===== src/rtl/aes_pkg.sv =====
// Shared AES definitions: word width, serial-substitution FSM states and the
// key-schedule round constant lookup.
package aes_pkg;

  localparam int WORD_W = 32;

  typedef enum logic [1:0] {
    ST_IDLE = 2'd0,
    ST_SUB  = 2'd1,
    ST_DONE = 2'd2
  } sub_state_t;

  // Rounds outside 1..10 carry no constant, so key-schedule mode degrades to plain SubWord.
  function automatic logic [7:0] rcon(input logic [3:0] round);
    logic [7:0] r;
    case (round)
      4'd1:    r = 8'h01;
      4'd2:    r = 8'h02;
      4'd3:    r = 8'h04;
      4'd4:    r = 8'h08;
      4'd5:    r = 8'h10;
      4'd6:    r = 8'h20;
      4'd7:    r = 8'h40;
      4'd8:    r = 8'h80;
      4'd9:    r = 8'h1B;
      4'd10:   r = 8'h36;
      default: r = 8'h00;
    endcase
    return r;
  endfunction

endpackage


===== src/rtl/sub_bytes.sv =====
// Combinational AES forward S-box for one byte.
module sub_bytes (
  input  logic [7:0] sub_in,
  output logic [7:0] sub_out
);

  localparam logic [7:0] SBOX [256] = '{
    8'h63, 8'h7c, 8'h77, 8'h7b, 8'hf2, 8'h6b, 8'h6f, 8'hc5, 8'h30, 8'h01, 8'h67, 8'h2b, 8'hfe, 8'hd7, 8'hab, 8'h76,
    8'hca, 8'h82, 8'hc9, 8'h7d, 8'hfa, 8'h59, 8'h47, 8'hf0, 8'had, 8'hd4, 8'ha2, 8'haf, 8'h9c, 8'ha4, 8'h72, 8'hc0,
    8'hb7, 8'hfd, 8'h93, 8'h26, 8'h36, 8'h3f, 8'hf7, 8'hcc, 8'h34, 8'ha5, 8'he5, 8'hf1, 8'h71, 8'hd8, 8'h31, 8'h15,
    8'h04, 8'hc7, 8'h23, 8'hc3, 8'h18, 8'h96, 8'h05, 8'h9a, 8'h07, 8'h12, 8'h80, 8'he2, 8'heb, 8'h27, 8'hb2, 8'h75,
    8'h09, 8'h83, 8'h2c, 8'h1a, 8'h1b, 8'h6e, 8'h5a, 8'ha0, 8'h52, 8'h3b, 8'hd6, 8'hb3, 8'h29, 8'he3, 8'h2f, 8'h84,
    8'h53, 8'hd1, 8'h00, 8'hed, 8'h20, 8'hfc, 8'hb1, 8'h5b, 8'h6a, 8'hcb, 8'hbe, 8'h39, 8'h4a, 8'h4c, 8'h58, 8'hcf,
    8'hd0, 8'hef, 8'haa, 8'hfb, 8'h43, 8'h4d, 8'h33, 8'h85, 8'h45, 8'hf9, 8'h02, 8'h7f, 8'h50, 8'h3c, 8'h9f, 8'ha8,
    8'h51, 8'ha3, 8'h40, 8'h8f, 8'h92, 8'h9d, 8'h38, 8'hf5, 8'hbc, 8'hb6, 8'hda, 8'h21, 8'h10, 8'hff, 8'hf3, 8'hd2,
    8'hcd, 8'h0c, 8'h13, 8'hec, 8'h5f, 8'h97, 8'h44, 8'h17, 8'hc4, 8'ha7, 8'h7e, 8'h3d, 8'h64, 8'h5d, 8'h19, 8'h73,
    8'h60, 8'h81, 8'h4f, 8'hdc, 8'h22, 8'h2a, 8'h90, 8'h88, 8'h46, 8'hee, 8'hb8, 8'h14, 8'hde, 8'h5e, 8'h0b, 8'hdb,
    8'he0, 8'h32, 8'h3a, 8'h0a, 8'h49, 8'h06, 8'h24, 8'h5c, 8'hc2, 8'hd3, 8'hac, 8'h62, 8'h91, 8'h95, 8'he4, 8'h79,
    8'he7, 8'hc8, 8'h37, 8'h6d, 8'h8d, 8'hd5, 8'h4e, 8'ha9, 8'h6c, 8'h56, 8'hf4, 8'hea, 8'h65, 8'h7a, 8'hae, 8'h08,
    8'hba, 8'h78, 8'h25, 8'h2e, 8'h1c, 8'ha6, 8'hb4, 8'hc6, 8'he8, 8'hdd, 8'h74, 8'h1f, 8'h4b, 8'hbd, 8'h8b, 8'h8a,
    8'h70, 8'h3e, 8'hb5, 8'h66, 8'h48, 8'h03, 8'hf6, 8'h0e, 8'h61, 8'h35, 8'h57, 8'hb9, 8'h86, 8'hc1, 8'h1d, 8'h9e,
    8'he1, 8'hf8, 8'h98, 8'h11, 8'h69, 8'hd9, 8'h8e, 8'h94, 8'h9b, 8'h1e, 8'h87, 8'he9, 8'hce, 8'h55, 8'h28, 8'hdf,
    8'h8c, 8'ha1, 8'h89, 8'h0d, 8'hbf, 8'he6, 8'h42, 8'h68, 8'h41, 8'h99, 8'h2d, 8'h0f, 8'hb0, 8'h54, 8'hbb, 8'h16
  };

  assign sub_out = SBOX[sub_in];

endmodule


===== src/rtl/sub_word.sv =====
// Serial SubWord / key-schedule word transform: one shared S-box, one byte per
// cycle MSB first, optional RotWord before and Rcon XOR after.
module sub_word_serial
  import aes_pkg::*;
(
  input  logic              clk,
  input  logic              rst_n,
  input  logic              in_valid,
  output logic              in_ready,
  input  logic [WORD_W-1:0] word_in,
  input  logic [3:0]        round_in,
  input  logic              rot_en,
  output logic              out_valid,
  input  logic              out_ready,
  output logic [WORD_W-1:0] word_out,
  output logic [3:0]        round_out
);

  // Handshakes: a transfer happens on a rising edge where valid and ready are
  // both high; valid-side data must hold until then, and nothing is buffered.

  sub_state_t        state_q, state_d;
  logic [1:0]        cnt_q, cnt_d;
  logic [WORD_W-1:0] word_q, word_d;
  logic [3:0]        round_q, round_d;
  logic              rot_q, rot_d;

  logic [1:0] byte_sel;
  logic [7:0] sub_in, sub_out;

  assign byte_sel = 2'd3 - cnt_q;
  assign sub_in   = word_q[{byte_sel, 3'b000} +: 8];

  sub_bytes u_sub_bytes (
    .sub_in  (sub_in),
    .sub_out (sub_out)
  );

  always_comb begin
    state_d = state_q;
    cnt_d   = cnt_q;
    word_d  = word_q;
    round_d = round_q;
    rot_d   = rot_q;
    case (state_q)
      ST_IDLE: begin
        if (in_valid) begin
          word_d  = rot_en ? {word_in[23:0], word_in[31:24]} : word_in;
          round_d = round_in;
          rot_d   = rot_en;
          cnt_d   = 2'd0;
          state_d = ST_SUB;
        end
      end
      ST_SUB: begin
        word_d[{byte_sel, 3'b000} +: 8] = sub_out;
        cnt_d = cnt_q + 2'd1;
        if (cnt_q == 2'd3) begin
          // Byte 3 was substituted on the first SUB edge, so the XOR sees S(byte).
          if (rot_q) word_d[31:24] = word_q[31:24] ^ rcon(round_q);
          state_d = ST_DONE;
        end
      end
      ST_DONE: begin
        if (out_ready) state_d = ST_IDLE;
      end
      default: state_d = ST_IDLE;
    endcase
  end

  always_ff @(posedge clk) begin
    if (!rst_n) begin
      state_q <= ST_IDLE;
      cnt_q   <= 2'd0;
      word_q  <= '0;
      round_q <= 4'h0;
      rot_q   <= 1'b0;
    end else begin
      state_q <= state_d;
      cnt_q   <= cnt_d;
      word_q  <= word_d;
      round_q <= round_d;
      rot_q   <= rot_d;
    end
  end

  assign in_ready  = (state_q == ST_IDLE);
  assign out_valid = (state_q == ST_DONE);
  assign word_out  = word_q;
  assign round_out = round_q;

endmodule


===== config.mk =====
export PLATFORM = sky130hd
export DESIGN_NAME = sub_word_serial
export DESIGN_NICKNAME = d
export VERILOG_FILES = /design/src/rtl/aes_pkg.sv /design/src/rtl/sub_bytes.sv /design/src/rtl/sub_word.sv
export SDC_FILE = /design/constraint.sdc
export NUM_CORES = 1
export LEC_CHECK = 0
export CAP_MARGIN = 40
export CORE_MARGIN = 1
export CORE_UTILIZATION = 30
export DETAILED_ROUTE_END_ITERATION = 16
export DONT_BUFFER_PORTS = 1
export GPL_TIMING_DRIVEN = 0
export MAX_ROUTING_LAYER = met4
export PLACE_DENSITY = 0.53
export SYNTH_ARGS = -nofsm -noshare
export SYNTH_HDL_FRONTEND = slang
export SYNTH_SLANG_ARGS = --single-unit

===== constraint.sdc =====
create_clock -name clk -period 4.5 [get_ports clk]
set_clock_uncertainty 0.15 [all_clocks]
set_input_delay 0.9 -clock clk [delete_from_list [all_inputs] [get_ports clk]]
set_output_delay 0.9 -clock clk [all_outputs]
set_load 0.005 [all_outputs]

==> results by group <==
Logic synthesis
  – EDFF count, synth: 0
  – Net Count, Synth: 938
  – Dominant cell type by area after synthesis: dfxtp_1
  – Syn Std Cell Area: 6316 um^2
  – Syn_area_per_cell: 7.218 um^2
  – Synth area leaders: dfxtp_1 16%, mux2i_1 9.4%, nand2_1 5.3%
  – Synth top area share: 15.53%
  – Gate Count Post-Synth: 875
  – Yosys warns: 0
  – Sequential area share after synthesis: 15.53%
  – Seq cells post-synth: 49
  – Most numerous cell in the Yosys netlist: nand2_1
  – Post-synthesis async set-or-reset flop share: 0%
  – Most common library cells after synthesis: 89 x nand2_1, 64 x o21ai_0, 62 x nor2_1
  – Yosys cell types: 79
  – Synth Flop Type: dfxtp_1

Status
  – Violated checks: negative setup slack
  – Status: complete, but fails checks

Setup path
  – Crit path DAT: 4540 ps
  – Crit start category: flop
  – R2r worst-path depth: 15
  – Critical-path maximum fanout: 11
  – Worst EP required: 4540 ps
  – R2R Setup Slk: -2 ps
  – Critical Path Sink Type: flop
  – CP Class: flop to flop

CTS
  – CTS buffer count: 5
  – Hold_buf cts: 0
  – Bufs on Longest Clock Path: 2
  – CTS tree: done
  – Clk Latency, worst-skew pair: 300 ps
  – Root Buffer Master: clkbuf_16
  – TritonCTS Sinks: 49
  – Htree depth: 2
  – Clk slew on worst S/H paths: 70 ps

GRT
  – Number of global-route vias before repair: 7837
  – Antenna violations before repair: 1
  – Largest net degree at the start of global routing: 16
  – Gr usage total: 38.99%
  – Grt total ovfl: 0
  – First-pass GRT wire length: 58550 um

Timing
  – Period minus WS final: 4502 ps
  – Achievable frequency: 0.2221 GHz
  – Final setup violating endpoints: 1
  – Slew headroom: 36.70%
  – Pins Over Slew Limit: 0
  – Fin worst setup slack: -2.229 ps
  – Worst slew pin tran: 923.2 ps
  – Final period utilization: 100.0%
  – Fin. Hold Viols: 0

Finish
  – Final instance area: 7131 um^2
  – Fillcell total: 2274
  – Area Overhead vs Synth: 12.90%
  – Layout cells sized above 1: 14.05%
  – Non-filler cells in the finished layout: 1168
  – Layout Nets: 959

Drt
  – Per-cell routed wire length: 35.56 um
  – Via density: 6.995
  – Post-Route M1 WL: 16480 um
  – Vias post-DR: 8170
  – DRC viols: 0
  – DR top layer: met4
  – Routed Wire Length: 41530 um
  – Initial DRC Count: 931
  – Metal2 WL: 17750 um
  – Met3 WL: 4472 um
  – DR pass1 iterations: 6
  – Final ANT Viol Nets: 0

Flow run
  – Max Cap Violations: 0

Floorplan
  – Die W: 147.1 um
  – Rows: 52
  – Starting Density: 30.92%
  – Core box area: 20430 um^2
  – Die Span Y: 147.1 um
  – Full die area: 21640 um^2
  – I/O Pins: 79

Power and ir drop
  – PwrDens: 393.9 nW/um^2
  – Lkg Pwr: 0.002474 uW
  – Peak supply drop: 168.8 uV

Min path
  – Hold depth: 1
  – Hold WC Path Type: flop to flop

Placed design
  – Placed instance area: 6750 um^2
  – I/O Buffers: 0
  – GPL Wtd Cong: 1.027
  – Dpl cells: 1155
  – Final HPWL DP: 32400 um
power by group:
part	switching, uW	internal, uW	leakage, uW
Clock	175	207	0.0000631
Sequential	44.8	464	0.000402
Combinational	1350	567	0.00201
Total	1570	1240	0.00247
what timing repair did:
| action | CTS | global route |
|---|---|---|
| resized for setup | 44 | 17 |
| hold endpoints to repair | 0 | 0 |
| pin swaps | 0 | 3 |
| setup endpoints to repair | 32 | 27 |
| setup buffers | 4 | 3 |
metal layers:
layer,vias to the layer above,track usage [%]
met5,-,-
met1,4023,48.71
met4,0,22.63
met2,588,57.26
li1,3385,-
met3,174,8.913
path summary, 6_finish.rpt:
check,start,end
worst max-delay path,cnt_q[0],word_out[25]
worst min-delay path,state_q[1],state_q[0]
worst max register to register,cnt_q[0],word_out[25]
worst min register to register,state_q[1],state_q[0]
kinds of logic (layout without fill, tap and decap cells):
| kind of cell | after synthesis | in the layout | share of synthesized area [%] |
|---|---|---|---|
| xor+xnor | 3 | 3 | 0.4161 |
| other cells | 0 | 1 | 0 |
| flops | 49 | 49 | 15.53 |
| mux | 77 | 77 | 14.16 |
| simple gates | 292 | 292 | 22.50 |
| fa+ha+maj | 22 | 22 | 4.358 |
| buf+inv | 111 | 133 | 7.290 |
| compound gates | 321 | 321 | 35.74 |
cells in the final DEF, fill, tap and decap left out, types with 12 or more instances in the layout:
| master | instances |
|---|---|
| buf_1 | 13 |
| nand2b_1 | 20 |
| a31oi_1 | 17 |
| inv_1 | 14 |
| clkbuf_1 | 39 |
| nor3_1 | 20 |
| a21oi_1 | 55 |
| a211oi_1 | 12 |
| ha_1 | 18 |
| and2_1 | 14 |
| dfxtp_1 | 47 |
| nor2_1 | 58 |
| mux2i_1 | 58 |
| nand2_1 | 88 |
| buf_2 | 25 |
| nand3_1 | 25 |
| a221o_1 | 12 |
| o221ai_1 | 19 |
| o211ai_1 | 18 |
| a311oi_1 | 16 |
| o21ai_0 | 62 |
| o31ai_1 | 13 |
| buf_4 | 13 |
stage by stage:
step                      utilization, %  TNS [ps]  setup slack [ps]  hold slack, ps  total power, uW
after CTS                          34.57         0             16.95           336.2             2688
final                              34.90    -2.229            -2.229           336.0             2809
after detailed placement           33.04    -27640             -1327           330.5             2233
after global placement             32.57    -53880             -2175           328.5             2282
after global routing               34.90   -0.3118           -0.3118           364.5             2852
after floorplan                        -         0             428.3           299.0             1487
cell type report:
cell class	count	area, um^2	share of cell area, %
tap	270	337.8	4.738
clock buffer	6	128.9	1.807
inverter	19	83.83	1.176
antenna	1	2.502	0.03509
timing repair buffer	17	141.4	1.983
buffer	89	419.2	5.878
multi-input combinational	715	5019	70.38
clock inverter	2	15.01	0.2106
sequential	49	983.4	13.79
critical path, stage by stage, from the launching register on:
cell and delay, ps:
dfxtp_2 340, buf_6 150, mux4_2 320, buf_2 240, clkbuf_4 250, buf_8 190
clkinvlp_4 210, ha_4 340, clkbuf_2 300, mux2i_1 620, mux2i_1 160, o211ai_1 200
o311ai_0 270, o22ai_4 350, o21ai_0 130, and3_1 180
No activity file was read; power rests on OpenSTA's default activity.
==> patch: new RTL, config.mk and constraints unchanged <==
The 3 states of `sub_state_t` get a one-hot encoding in 3 bits.
--- a/src/rtl/aes_pkg.sv
+++ b/src/rtl/aes_pkg.sv
@@ -5,8 +5,8 @@
   localparam int WORD_W = 32;
 
-  typedef enum logic [1:0] {
-    ST_IDLE = 2'd0,
-    ST_SUB  = 2'd1,
-    ST_DONE = 2'd2
+  typedef enum logic [2:0] {
+    ST_IDLE = 3'b001,
+    ST_SUB  = 3'b010,
+    ST_DONE = 3'b100
   } sub_state_t;
 
Check against the original RTL: no difference found for any inputs over 4 cycles, from zero or initial values and one cycle with rst_n low; so few cycles prove little.
==> patch against the original RTL <==
Clock power barely moved. Sequential cell count increased by 1. Final area up 1.1%. Worst setup slack better by 0.070 ns. Utilization shrank 0.73 points. Routed wire length rose by 5.8%. Power down 20%. Area after synthesis grew 2.3%. Critical path type unchanged. Critical endpoint is now word_out[17]. Largest power group unchanged.
==> patch: results <==
export IMPL_placed_area_um2=6907
export IMPL_clk_latency_ns=0.29
export IMPL_dp_final_hpwl_mm=32.55
export IMPL_cp_data_arrival_time_ns=4.48
export IMPL_n_antenna_cell=0
export IMPL_ys_top_cells_by_area="dfxtp_1, mux2i_1, nand2_1"
export IMPL_leakage_nw=2.463
export IMPL_vdd_drop_max_mv=0.2098
export IMPL_synth_top_cells_by_count="nand2_1, a21oi_1, o21ai_0"
export IMPL_status="completed"
export IMPL_port_buffers=0
export IMPL_grt_max_degree=19
export IMPL_grt_pass1_vias=8197
export IMPL_regToRegEndpoint="word_out[17]"
export IMPL_end_kind="flop"
export IMPL_avgSynthCellArea_um2=7.132
export IMPL_min_path_type="flop to flop"
export IMPL_worstMarginPinSlew_ns=0.9236
export IMPL_grt_usage=0.4108
export IMPL_ys_types=80
export IMPL_yosys_warnings=0
export IMPL_synthAdderAreaFrac=0.04260
export IMPL_synthesis_nets=969
export IMPL_wl_mm=43.92
export IMPL_synth_compound_area_share=0.3470
export IMPL_clk_pin_slew_ns=0.07
export IMPL_antenna_found_initial=0
export IMPL_dp_slack_ns=-1.037
export IMPL_wire_per_inst_um=36.63
export IMPL_gp_congestion=1.071
export IMPL_fin_nets=988
export IMPL_async_flop_share=0
export IMPL_synthMuxAreaShare=0.1152
export IMPL_reg2reg_depth=13
export IMPL_grt_pass1_wl_mm=62.22
export IMPL_ctsLongestPathBuffers=2
export IMPL_dp_cells=1191
export IMPL_drt_initial_drc_count=899
export IMPL_h_tree_depth=2
export IMPL_yosys_area_top_type="dfxtp_1"
export IMPL_p_int_mw=1.086
export IMPL_cts_made_buffers=5
export IMPL_first_pass_iters=5
export IMPL_num_vias=8428
export IMPL_crit_start="cnt_q[0]"
export IMPL_worstPathMaxFanout=10
export IMPL_clockRootBuffer="clkbuf_16"
export IMPL_drive_gt1_frac=0.1169
export IMPL_synth_xor_area_share=0.004067
export IMPL_synth_seq_area_share=0.1549
export IMPL_min_period_ns=4.432
export IMPL_r2r_setup_slack_ns=0.07
[patch: critical path, stage by stage (launching register included)]
cell	delay [ns]
dfxtp_2	0.41
buf_6	0.21
mux4_2	0.58
buf_6	0.18
inv_2	0.25
ha_1	0.28
and2_1	0.14
clkbuf_1	0.55
o21ai_0	0.26
a221o_1	0.49
a31oi_1	0.38
nor4_4	0.09
buf_4	0.17
o21ai_0	0.19
[patch: cell type report]
class,count,area [µm²]
fill,2360,13880
clock buffer,6,138.9
multi-input combinational,749,5067
timing repair buffer,16,151.4
sequential,50,1002
buffer,88,431.7
inverter,15,71.32
tap,275,344.1
[patch: worst min path at each step]
stage               start     to  slack [ns]  cells past startpoint
finish              rot_q  rot_q        0.32                      2
global route        rot_q  rot_q        0.36                      2
CTS                 rot_q  rot_q        0.33                      2
detailed placement  rot_q  rot_q        0.32                      2
global placement    rot_q  rot_q        0.31                      2
floorplan           rot_q  rot_q        0.29                      2
[patch: cells by family (layout without fill, tap and decap cells)]
| logic type | Yosys count | after routing |
|---|---|---|
| simple gates | 333 | 333 |
| compound gates | 328 | 328 |
| buf+inv | 107 | 125 |
| mux | 63 | 63 |
| flops | 50 | 50 |
| fa+ha+maj | 22 | 22 |
| xor+xnor | 3 | 3 |
[patch: what timing repair did]
item	4_1_cts	5_1_grt
buffers inserted	2	2
gates resized for setup	28	12
pin swaps	1	1
setup endpoints to repair	32	30
endpoints found under the hold margin	0	0
[patch: power groups by stage]
stage	clock, mW	sequential (mW)	combinational [mW]
final	0.381	0.521	1.34
after global routing	0.396	0.524	1.36
after CTS	0.385	0.520	1.24
after detailed placement	0	0.530	1.20
after global placement	0	0.530	1.23
after floorplan	0	0.507	0.707
[patch: per-layer routing]
layer / GRT usage / share of wire
met1: 0.4720 / 0.37
met2: 0.6416 / 0.45
met4: 0.2786 / 0.087
met5: - / 0
met3: 0.08807 / 0.10
